### config.mk
export PLATFORM = sky130hd
export DESIGN_NAME = contador_digito
export DESIGN_NICKNAME = d
export VERILOG_FILES = /design/src/rtl/contador_digito.sv
export SDC_FILE = /design/constraint.sdc
export NUM_CORES = 1
export LEC_CHECK = 0
export ABC_AREA = 1
export CAP_MARGIN = 20
export CORE_MARGIN = 10
export CORE_UTILIZATION = 50
export DETAILED_ROUTE_END_ITERATION = 10
export GPL_ROUTABILITY_DRIVEN = 0
export PLACE_DENSITY = 0.73
export SLEW_MARGIN = 20
export SYNTH_ARGS = -nofsm -noshare
export SYNTH_HDL_FRONTEND = slang
export SYNTH_SLANG_ARGS = --single-unit
### constraint.sdc
create_clock -name clk -period 1.5 [get_ports clk]
set_input_delay 0.375 -clock clk [delete_from_list [all_inputs] [get_ports clk]]
set_output_delay 0.375 -clock clk [all_outputs]
set_load 0.02 [all_outputs]
### src/rtl/contador_digito.sv
// Button front end for the seven-segment digit: 2-FF sync, debounce, mod-(MAX_VALUE+1) counter with carry/borrow.
// Latency: press to count update is DEBOUNCE_CYCLES+2 edges; no backpressure, every accepted step is applied.
// Optional auto-repeat while one button is held: define CONTADOR_AUTOREPEAT_EN.
module contador_digito #(
  parameter int DEBOUNCE_CYCLES = 4,
  parameter int MAX_VALUE       = 9,
  parameter int REPEAT_DELAY    = 8,
  parameter int REPEAT_PERIOD   = 4
) (
  input  logic clk,
  input  logic rst,
  input  logic btn_up,
  input  logic btn_down,
  input  logic clr,
  output logic D,
  output logic N3,
  output logic N2,
  output logic N1,
  output logic carry,
  output logic borrow
);

  localparam logic [7:0] DEB_LAST = 8'(DEBOUNCE_CYCLES - 1);
  localparam logic [3:0] MAX_CODE = 4'(MAX_VALUE);

  // Index 0 is the up button, index 1 the down button.
  logic [1:0] btn;
  logic [1:0] sync1;
  logic [1:0] sync2;
  logic [1:0] deb;
  logic [1:0] deb_q;
  logic [1:0] edge_step;
  logic [1:0] rep_step;
  logic [7:0] deb_cnt [2];
  logic       step_up;
  logic       step_down;
  logic [3:0] count;
  logic [3:0] count_nx;
  logic       carry_nx;
  logic       borrow_nx;

  assign btn = {btn_down, btn_up};

  always_ff @(posedge clk or posedge rst) begin
    if (rst) begin
      sync1      <= '0;
      sync2      <= '0;
      deb        <= '0;
      deb_q      <= '0;
      deb_cnt[0] <= '0;
      deb_cnt[1] <= '0;
    end else begin
      sync1 <= btn;
      sync2 <= sync1;
      deb_q <= deb;
      for (int i = 0; i < 2; i++) begin
        if (sync2[i] == deb[i]) begin
          deb_cnt[i] <= '0;
        end else if (deb_cnt[i] == DEB_LAST) begin
          deb[i]     <= sync2[i];
          deb_cnt[i] <= '0;
        end else begin
          deb_cnt[i] <= deb_cnt[i] + 8'd1;
        end
      end
    end
  end

  assign edge_step = deb & ~deb_q;

`ifdef CONTADOR_AUTOREPEAT_EN
  localparam logic [7:0] REP_FIRST = 8'(REPEAT_DELAY - 1);
  localparam logic [7:0] REP_NEXT  = 8'(REPEAT_PERIOD - 1);

  logic [7:0] rep_cnt;
  logic       rep_first;
  logic       rep_hold;
  logic       rep_fire;

  // Timer restarts on every fresh press so the first repeat is measured from the initial step.
  assign rep_hold = deb[0] ^ deb[1];
  assign rep_fire = rep_hold && (edge_step == 2'b00) &&
                    (rep_cnt == (rep_first ? REP_FIRST : REP_NEXT));
  assign rep_step = rep_fire ? deb : 2'b00;

  always_ff @(posedge clk or posedge rst) begin
    if (rst) begin
      rep_cnt   <= '0;
      rep_first <= 1'b1;
    end else if (!rep_hold || clr || (edge_step != 2'b00)) begin
      rep_cnt   <= '0;
      rep_first <= 1'b1;
    end else if (rep_fire) begin
      rep_cnt   <= '0;
      rep_first <= 1'b0;
    end else begin
      rep_cnt <= rep_cnt + 8'd1;
    end
  end
`else
  logic unused_repeat;

  assign unused_repeat = ^{32'(REPEAT_DELAY), 32'(REPEAT_PERIOD)};
  assign rep_step      = 2'b00;
`endif

  assign step_up   = edge_step[0] | rep_step[0];
  assign step_down = edge_step[1] | rep_step[1];

  always_comb begin
    count_nx  = count;
    carry_nx  = 1'b0;
    borrow_nx = 1'b0;
    if (clr) begin
      count_nx = '0;
    end else if (step_up && step_down) begin
      count_nx = count;
    end else if (step_up) begin
      if (count == MAX_CODE) begin
        count_nx = '0;
        carry_nx = 1'b1;
      end else begin
        count_nx = count + 4'd1;
      end
    end else if (step_down) begin
      if (count == 4'd0) begin
        count_nx  = MAX_CODE;
        borrow_nx = 1'b1;
      end else begin
        count_nx = count - 4'd1;
      end
    end
  end

  always_ff @(posedge clk or posedge rst) begin
    if (rst) begin
      count  <= '0;
      carry  <= 1'b0;
      borrow <= 1'b0;
    end else begin
      count  <= count_nx;
      carry  <= carry_nx;
      borrow <= borrow_nx;
    end
  end

  assign {D, N3, N2, N1} = count;

endmodule
==> results.md, run 1 <==
* Initial Util at 0.540
* Fmax at approximately 700 MHz
* H-tree depth reported by CTS at 2
* Routed length per instance at around 12 um
* Period utilization at 0.956
* Longest Clk Path Bufs at 2
* Final setup fails at 0
* Setup Buffers After CTS at 0
* Vias per inst at 5.44
* Synth top area cells: dfrtp_1, nand2_1, nand3_1, nor2_1, inv_1
* Syn Nets at 190
* Most common library cells after synthesis: nand2_1, dfrtp_1, nor2_1
* CTS tree: done
* Post-synth EDFFs at 0
* Count of cell types in the netlist at 25
* Vias in the first global route at 1,215
* Leak at 0.862 nW
* Post-synth top area cell: dfrtp_1
* Post-Route Setup TNS at 0 ps
* Global-route usage over all layers at 0.115
* Vias at 1,262
* FILL cells at 239
* Antenna viol nets, final at 0
* Final Skew at approximately 16 ps
* Worst relative slew slack at 0.759
* Peak supply drop at 0.640 mV
* Sequential fraction of the synthesis area at 0.492
* CTS Buf Count at 5
* Placed insts at around 220
* CP Cell Sequence: clkdlybuf4s15_1
* Syn_area_per_cell at ~8.5 um2
* Reg clk slew, reported paths at 100 ps
* Final hold viol count at 0
* Post-DP Area at approximately 1700 um2
* Root buffer cell: clkbuf_4
* Worst-skew pair later-pin latency at 340 ps
* # IOs at 11
* Worst Tran Pin Value at about 360 ps
* WP buf/inv at 1
* Most frequent cell after synthesis: nand2_1
* Asr flop ratio synth at 1.00
* GRT Residual Overflow at 0
* N_diodes at 0
* Buffers on Ports at 10
* Delay-heaviest family, CP: flip-flops
* Share of layout cells above drive strength 1 at 0.164
* Initial detailed-routing violation count at about 140
* Finished Layout Cells at 232
* Hpwl dp at 2.17 mm
* Wirelength, routed at 2.89 mm
* Die ar. at 5660 um2
* Worst EP arrival at 1060 ps
* DRC at 0
* Worst path required time at ~1100 ps
* Hold Path Class: in -> async
* Register area at approximately 750 um2
* Power Density at 1510 nW/um2
* Row cnt at 19
* Initial antenna violation count at 0
* First-pass detailed-route iteration total at 4
* Die Wd at 75.3 um
* Crit path depth at 1
* Worst-path maximum fanout at 4
* Final #Nets at 210
* Syn Inst Count at 180
* Critical-path top delay cell: dfrtp_1
* Final core utilization at 0.624
* Multi-input logic area at 689 um2
* RSZ-0062 raised after global routing: no
* Type of the worst setup path: reg -> out
* Global-route wire length before repair at 5.07 mm
* Cell area after synthesis at 1530 um2
* Chip height at 75.3 um
* Area grow syn2layout at 15.7%
* #FFs+latches synth at 30
* Hold_buf cts at 0
* CTS Sinks at 30
* YS warnings at 0
* Max-cap viol count at 0
* Status: finished, final reports clean
* Area share of the largest cell type after synthesis at 0.492
* Worst Setup Start Kind: flop
* Largest net degree at the start of global routing at 31
* Slew Limit Fails at 0
* Final min period at ~1400 ps
* CP Capture Type: primary output
* Slowest stage delay, CP at 400 ps
* Most used DFF post-synth: dfrtp_1
* Post-route cell area at 1770 um2
* Core area at 2830 um2
* FF-to-FF path depth at 9
cells in the final DEF, fill, tap and decap left out, drive strengths merged:
| cell | count |
|---|---|
| clkdlybuf4s50 | 4 |
| nor3 | 6 |
| nor2 | 26 |
| buf | 4 |
| nand2 | 44 |
| a31o | 1 |
| dlygate4sd2 | 4 |
| clkdlybuf4s15 | 1 |
| xor2 | 2 |
| o211ai | 2 |
| clkbuf | 8 |
| nand4 | 6 |
| xnor2 | 3 |
| nor3b | 2 |
| o21ai | 5 |
| a21oi | 4 |
| nand3 | 18 |
| dfrtp | 30 |
| clkinv | 1 |
| ha | 5 |
| inv | 25 |
worst register-to-register path, stage by stage (launching register included):
cell	delay, ps
dfrtp_1	420
buf_4	160
inv_1	120
ha_4	170
nand2_1	50
nor2_1	120
nand2_1	90
nand2_1	60
nand3_1	70
nand2_1	60
where the power goes:
group,switching [W],internal (W),total (W)
combinational,0.000634,0.000405,0.00104
clock,0.000282,0.000227,0.000509
sequential,0.000151,0.000959,0.00111
worst paths after layout:
| path | start | endpoint | slack (ps) |
|---|---|---|---|
| max reg2reg | count[0] | count[0] | 120 |
| min in group clk | sync1[1] | sync2[1] | 360 |
| min | rst | deb_q[1] | 360 |
| max in group asynchronous | rst | sync2[0] | 960 |
| max | count[0] | N1 | 70 |
| min reg2reg | sync1[1] | sync2[1] | 360 |
cells by family (layout without fill, tap and decap cells):
group                      after synthesis  in the layout  share of synthesized area
AOI/OAI and AO/OA                       12             12                     0.0525
xor gates and xnor gates                 5              5                     0.0336
adders and majority gates                5              5                     0.0410
buffers and inverters                   26             47                     0.0648
DFF                                     30             30                      0.492
and+or+nand+nor                        102            102                      0.316
routing by layer:
| metal | GRT usage | vias up | share of wire |
|---|---|---|---|
| li1 | - | 617 | - |
| met1 | 0.130 | 587 | 0.41 |
| met2 | 0.186 | 47 | 0.49 |
| met3 | 0.0355 | 11 | 0.074 |
| met4 | 0.0763 | 0 | 0.019 |
| met5 | 0 | - | 0 |
registers in the layout, indices dropped and copies added (netlist names):
signal and cells:
deb_cnt 16, count 4, deb 2, deb_q 2
sync1 2, sync2 2, borrow 1, carry 1
final cells by class:
class | count | area share
clock inverters | 1 | 0.00283
repair buffers | 14 | 0.0751
inverters | 25 | 0.0532
well taps | 31 | 0.0220
flip-flops and latches | 30 | 0.425
multi-input cells | 124 | 0.391
clock buffers | 7 | 0.0312
through the flow:
stage	total power [W]	setup slack, ps	hold slack [ps]
final	0.00266	66.6	360
after global routing	0.00288	12.0	385
after CTS	0.00265	16.3	364
after detailed placement	0.00217	95.1	343
after global placement	0.00211	122	333
after floorplan	0.00186	179	331
timing repair:
item	CTS	global route
resized for setup	7	4
cloned	0	0
hold endpoints to repair	0	0
setup endpoints to repair	6	4
No activity file was read; power rests on OpenSTA's default activity.
==> run 2: changes to the inputs <==
CORE_MARGIN = 2   (was 10)
==> results.md, run 2 (synthesized netlist as in run 1, its figures left out) <==
* Delay-heaviest family, CP: flip-flops
* Final setup fails at 0
* Initial Util at 0.513
* Most frequent cells in the layout: nand2_1, dfrtp_1, nor2_1, inv_1, nand3_1
* Largest register by flop count: deb_cnt
* Final hold viol count at 0
* FILL cells at around 260
* Crit path launch: count[0]
* Largest net degree at the start of global routing at 31
* Finished Layout Cells at 234
* Setup slack, reg-to-reg at 200 ps
* Post-place setup slack at roughly 98 ps
* Fmax at 698 MHz
* Worst r2r dst: count[0]
* CTS tree: done
* Type of the worst setup path: reg -> out
* Routed length per instance at 11.3 um
* Setup Buffers After CTS at 0
* Final min period at 1430 ps
* Post-DP Area at 1690 um2
* Status: finished, final reports clean
* Max FFs per register at 16
* Period utilization at 0.955
* Worst-path maximum fanout at 3
* Vias in the first global route at 1,125
* Placed insts at around 230
* Core area at 2980 um2
* Power Density at 1490 nW/um2
* Global-route wire length before repair at 4.60 mm
* Worst setup path end: N1
* Reg clk slew, reported paths at around 100 ps
* Post-route cell area at 1740 um2
* Worst relative slew slack at 0.747
* CTS Sinks at 30
* Final Skew at roughly 7.6 ps
* Global-route usage over all layers at 0.179
* Hold_buf cts at 0
* Crit path depth at 1
* Worst Setup Start Kind: flop
* CTS Buf Count at 5
* FF-to-FF path depth at 8
* Worst Tran Pin Value at ~380 ps
* Row cnt at 20
* Chip height at 59.3 um
* Share of layout cells above drive strength 1 at 0.169
* Worst EP arrival at 1060 ps
* Leak at 0.858 nW
* Antenna viol nets, final at 0
* Die ar. at about 3500 um2
* Initial detailed-routing violation count at 34
* Buffers on Ports at 10
* GRT Residual Overflow at 0
* Most common cell after layout, fill and taps aside: nand2_1
* Slowest stage delay, CP at 400 ps
* Worst-skew pair later-pin latency at 330 ps
* R2r startpoint: count[1]
* H-tree depth reported by CTS at 2
* DRC at 0
* Vias at 1,180
* Hold Path Class: reg -> reg
* CP Cell Sequence: dlygate4sd2_1
* First-pass detailed-route iteration total at 4
* # IOs at 11
* Worst path required time at 1120 ps
* Max-cap viol count at 0
* Hpwl dp at between 1.5 and 2 mm
* Hold Path Origin: sync1[0]
* Initial antenna violation count at 0
* Slew Limit Fails at 0
* Final #Nets at 210
* Wirelength, routed at 2.64 mm
* Post-Route Setup TNS at 0 ps
* WP buf/inv at 1
* Final WS setup at approximately 67 ps
* RSZ-0062 raised after global routing: no
* Vias per inst at 5.04
* Die Wd at 59.3 um
* Peak supply drop at 0.880 mV
* N_diodes at 0
* Critical-path top delay cell: dfrtp_1
* Top Registers: deb_cnt (16), count (4)
* Longest Clk Path Bufs at 2
* Root buffer cell: clkbuf_4
* Area grow syn2layout at 14.3%
* CP Capture Type: primary output
run 2: changes by cell type in the layout (fill, tap and decap cells not counted), sizes merged:
cell	change
clkdlybuf4s15	-1
dlygate4sd2	+1
run 2: per-stage QoR:
step	utilization	power, W	hold slack, ps
finish	0.586	0.00260	358
global route	0.586	0.00283	371
CTS	0.587	0.00263	359
detailed placement	0.568	0.00215	337
global placement	0.568	0.00210	332
floorplan	-	0.00186	331
run 2: routing by layer:
metal | share of wire | routed length, um | track usage | up-vias
met3 | 0.045 | 118 | 0.0611 | 6
met5 | 0 | 0 | 0 | -
met4 | 0.023 | 61 | 0.107 | 0
met1 | 0.45 | 1180 | 0.211 | 537
met2 | 0.48 | 1270 | 0.281 | 21
li1 | - | - | - | 616
run 2: worst min-delay path by stage:
stage                     endpoint  slack (ps)  cells past startpoint
after global routing      sync2[1]         370                      0
final                     sync2[0]         360                      0
after detailed placement  sync2[1]         340                      0
after floorplan           sync2[0]         330                      0
after global placement    sync2[0]         330                      0
after CTS                 sync2[1]         360                      0
run 2: area by class of cell:
cell class                      count  area (um2)  share of cell area
Sequential cell                    30         751               0.430
Multi-Input combinational cell    124         679               0.390
Timing Repair Buffer               14         119              0.0681
Inverter                           25        93.8              0.0538
Clock buffer                        7        55.1              0.0316
Tap cell                           33        41.3              0.0237
Clock inverter                      1        5.00             0.00287
run 2: where the power goes:
group | internal, W | switching, W
Clock | 0.000227 | 0.000270
Combinational | 0.000385 | 0.000606
Sequential | 0.000959 | 0.000148
Total | 0.00157 | 0.00102
run 2: worst reg2reg max path, delay by kind of cell, from the launching register on:
family	cells	cell delay (ps)
buffers and inverters	1	110
DFF	1	450
and+or+nand+nor	6	470
adders and majority gates	1	220
run 2: timing repair:
item	CTS	global route
gates resized for setup	7	3
setup endpoints to repair	6	3
pin swaps	0	0
==> run 3: changes to the inputs <==
CORE_ASPECT_RATIO = 2   (was unset)
==> results.md, run 3 (synthesized netlist as in run 1, its figures left out) <==
* Routed length per instance at between 10 and 15 um
* Top Registers: deb_cnt (16), count (4)
* Status: finished, final reports clean
* Leak at 0.869 nW
* N_diodes at 0
* Finished Layout Cells at 230
* Slew Limit Fails at 0
* Initial antenna violation count at 0
* Delay-heaviest family, CP: flip-flops
* DRC at 0
* Hold_buf cts at 0
* FF-to-FF path depth at 8
* Final #Nets at 210
* Power Density at 1530 nW/um2
* Hold Path Class: reg -> reg
* Max FFs per register at 16
* Type of the worst setup path: reg -> out
* Die Wd at roughly 43 um
* Worst-skew pair later-pin latency at 270 ps
* Reg clk slew, reported paths at 50 ps
* Max-cap viol count at 0
* Worst Setup Start Kind: flop
* Area grow syn2layout at 16.1%
* Placed insts at 223
* Antenna viol nets, final at 0
* Share of layout cells above drive strength 1 at 0.150
* Worst Hold End: sync2[1]
* CP Capture Type: primary output
* Worst-path maximum fanout at 5
* Most common cell after layout, fill and taps aside: nand2_1
* Worst EP arrival at between 1000 and 1500 ps
* CTS Sinks at 30
* Global-route usage over all layers at 0.192
* Buffers on Ports at 10
* Final min period at between 1000 and 1500 ps
* Critical-path top delay cell: dfrtp_1
* CP Cell Sequence: dlygate4sd2_1
* Hold Path Origin: sync1[1]
* Setup slack, reg-to-reg at 140 ps
* RSZ-0062 raised after global routing: no
* Die ar. at 3540 um2
* CTS tree: done
* Vias at 1,240
* Worst path required time at 1120 ps
* Peak supply drop at 0.981 mV
* Most frequent cells in the layout: nand2_1, dfrtp_1, nor2_1, inv_1, nand3_1
* Chip height at around 82 um
* WP buf/inv at 1
* Vias in the first global route at between 1,000 and 1,500
* Initial detailed-routing violation count at 33
* Worst Hold Slack at 346 ps
* Worst Tran Pin Value at 393 ps
* GRT Residual Overflow at 0
* Slowest stage delay, CP at 410 ps
* Largest net degree at the start of global routing at 31
* Final hold viol count at 0
* Row cnt at 28
* Final Skew at about 2.6 ps
* Global-route wire length before repair at 5.05 mm
* Worst r2r dst: count[0]
* Worst relative slew slack at 0.736
* Core area at just under 3000 um2
* Fmax at 710 MHz
* First-pass detailed-route iteration total at 4
* Final core utilization at 0.602
* # IOs at 11
* R2r startpoint: count[1]
* Vias per inst at between 5 and 6
* CTS Buf Count at 5
* Hpwl dp at 2.16 mm
* WHS Path Cells at 0
* Period utilization at 0.939
* Largest register by flop count: deb_cnt
* Final setup fails at 0
* Post-Route Setup TNS at 0 ps
* Longest Clk Path Bufs at 2
* Wirelength, routed at 2.86 mm
* Root buffer cell: clkbuf_8
* Initial Util at 0.519
* H-tree depth reported by CTS at 2
run 3: timing repair:
item,in CTS,in global routing
setup endpoints to repair,6,2
setup buffers,0,0
pin swaps,0,0
resized for setup,6,1
run 3: through the flow:
step	power (W)	setup WS, ps	cell area (um2)
after detailed placement	0.00218	109	1700
after global routing	0.00292	16.4	1770
after floorplan	0.00186	179	1530
final	0.00271	91.2	1770
after CTS	0.00274	87.1	1770
after global placement	0.00212	130	1700
run 3: metal layers:
metal / share of wire / wire (um) / GRT usage
met3: 0.023 / 67 / 0.0478
met4: 0.029 / 82 / 0.136
met2: 0.56 / 1600 / 0.361
met5: 0 / 0 / 0
met1: 0.39 / 1100 / 0.169
run 3: worst register-to-register path, delay by kind of cell, from the launching register on:
| family | cells | cell delay, ps |
|---|---|---|
| flip-flops | 1 | 420 |
| AND/OR/NAND/NOR | 6 | 500 |
| adder cells (fa/ha/maj) | 1 | 240 |
| buffers and inverters | 1 | 140 |
run 3: worst max-delay path by stage:
| stage | from | endpoint | cells after the start |
|---|---|---|---|
| floorplan | count[1] | count[0] | 8 |
| global placement | count[1] | N2 | 1 |
| detailed placement | count[1] | N2 | 1 |
| CTS | count[1] | N2 | 1 |
| global route | count[1] | count[0] | 8 |
| finish | count[1] | N2 | 1 |
run 3: cell type report:
type                       instances  area (um2)
multi-input combinational        124         679
timing repair buffer              14         135
clock buffer                       7        76.3
inverter                          25        93.8
tap                               30        37.5
sequential                        30         751
fill                             269        1170
run 3: power breakdown:
group,total (W),internal [W],switching (W)
clock network,0.000577,0.000318,0.000259
logic,0.00103,0.000392,0.000636
registers,0.00111,0.000962,0.000145
total,0.00271,0.00167,0.00104
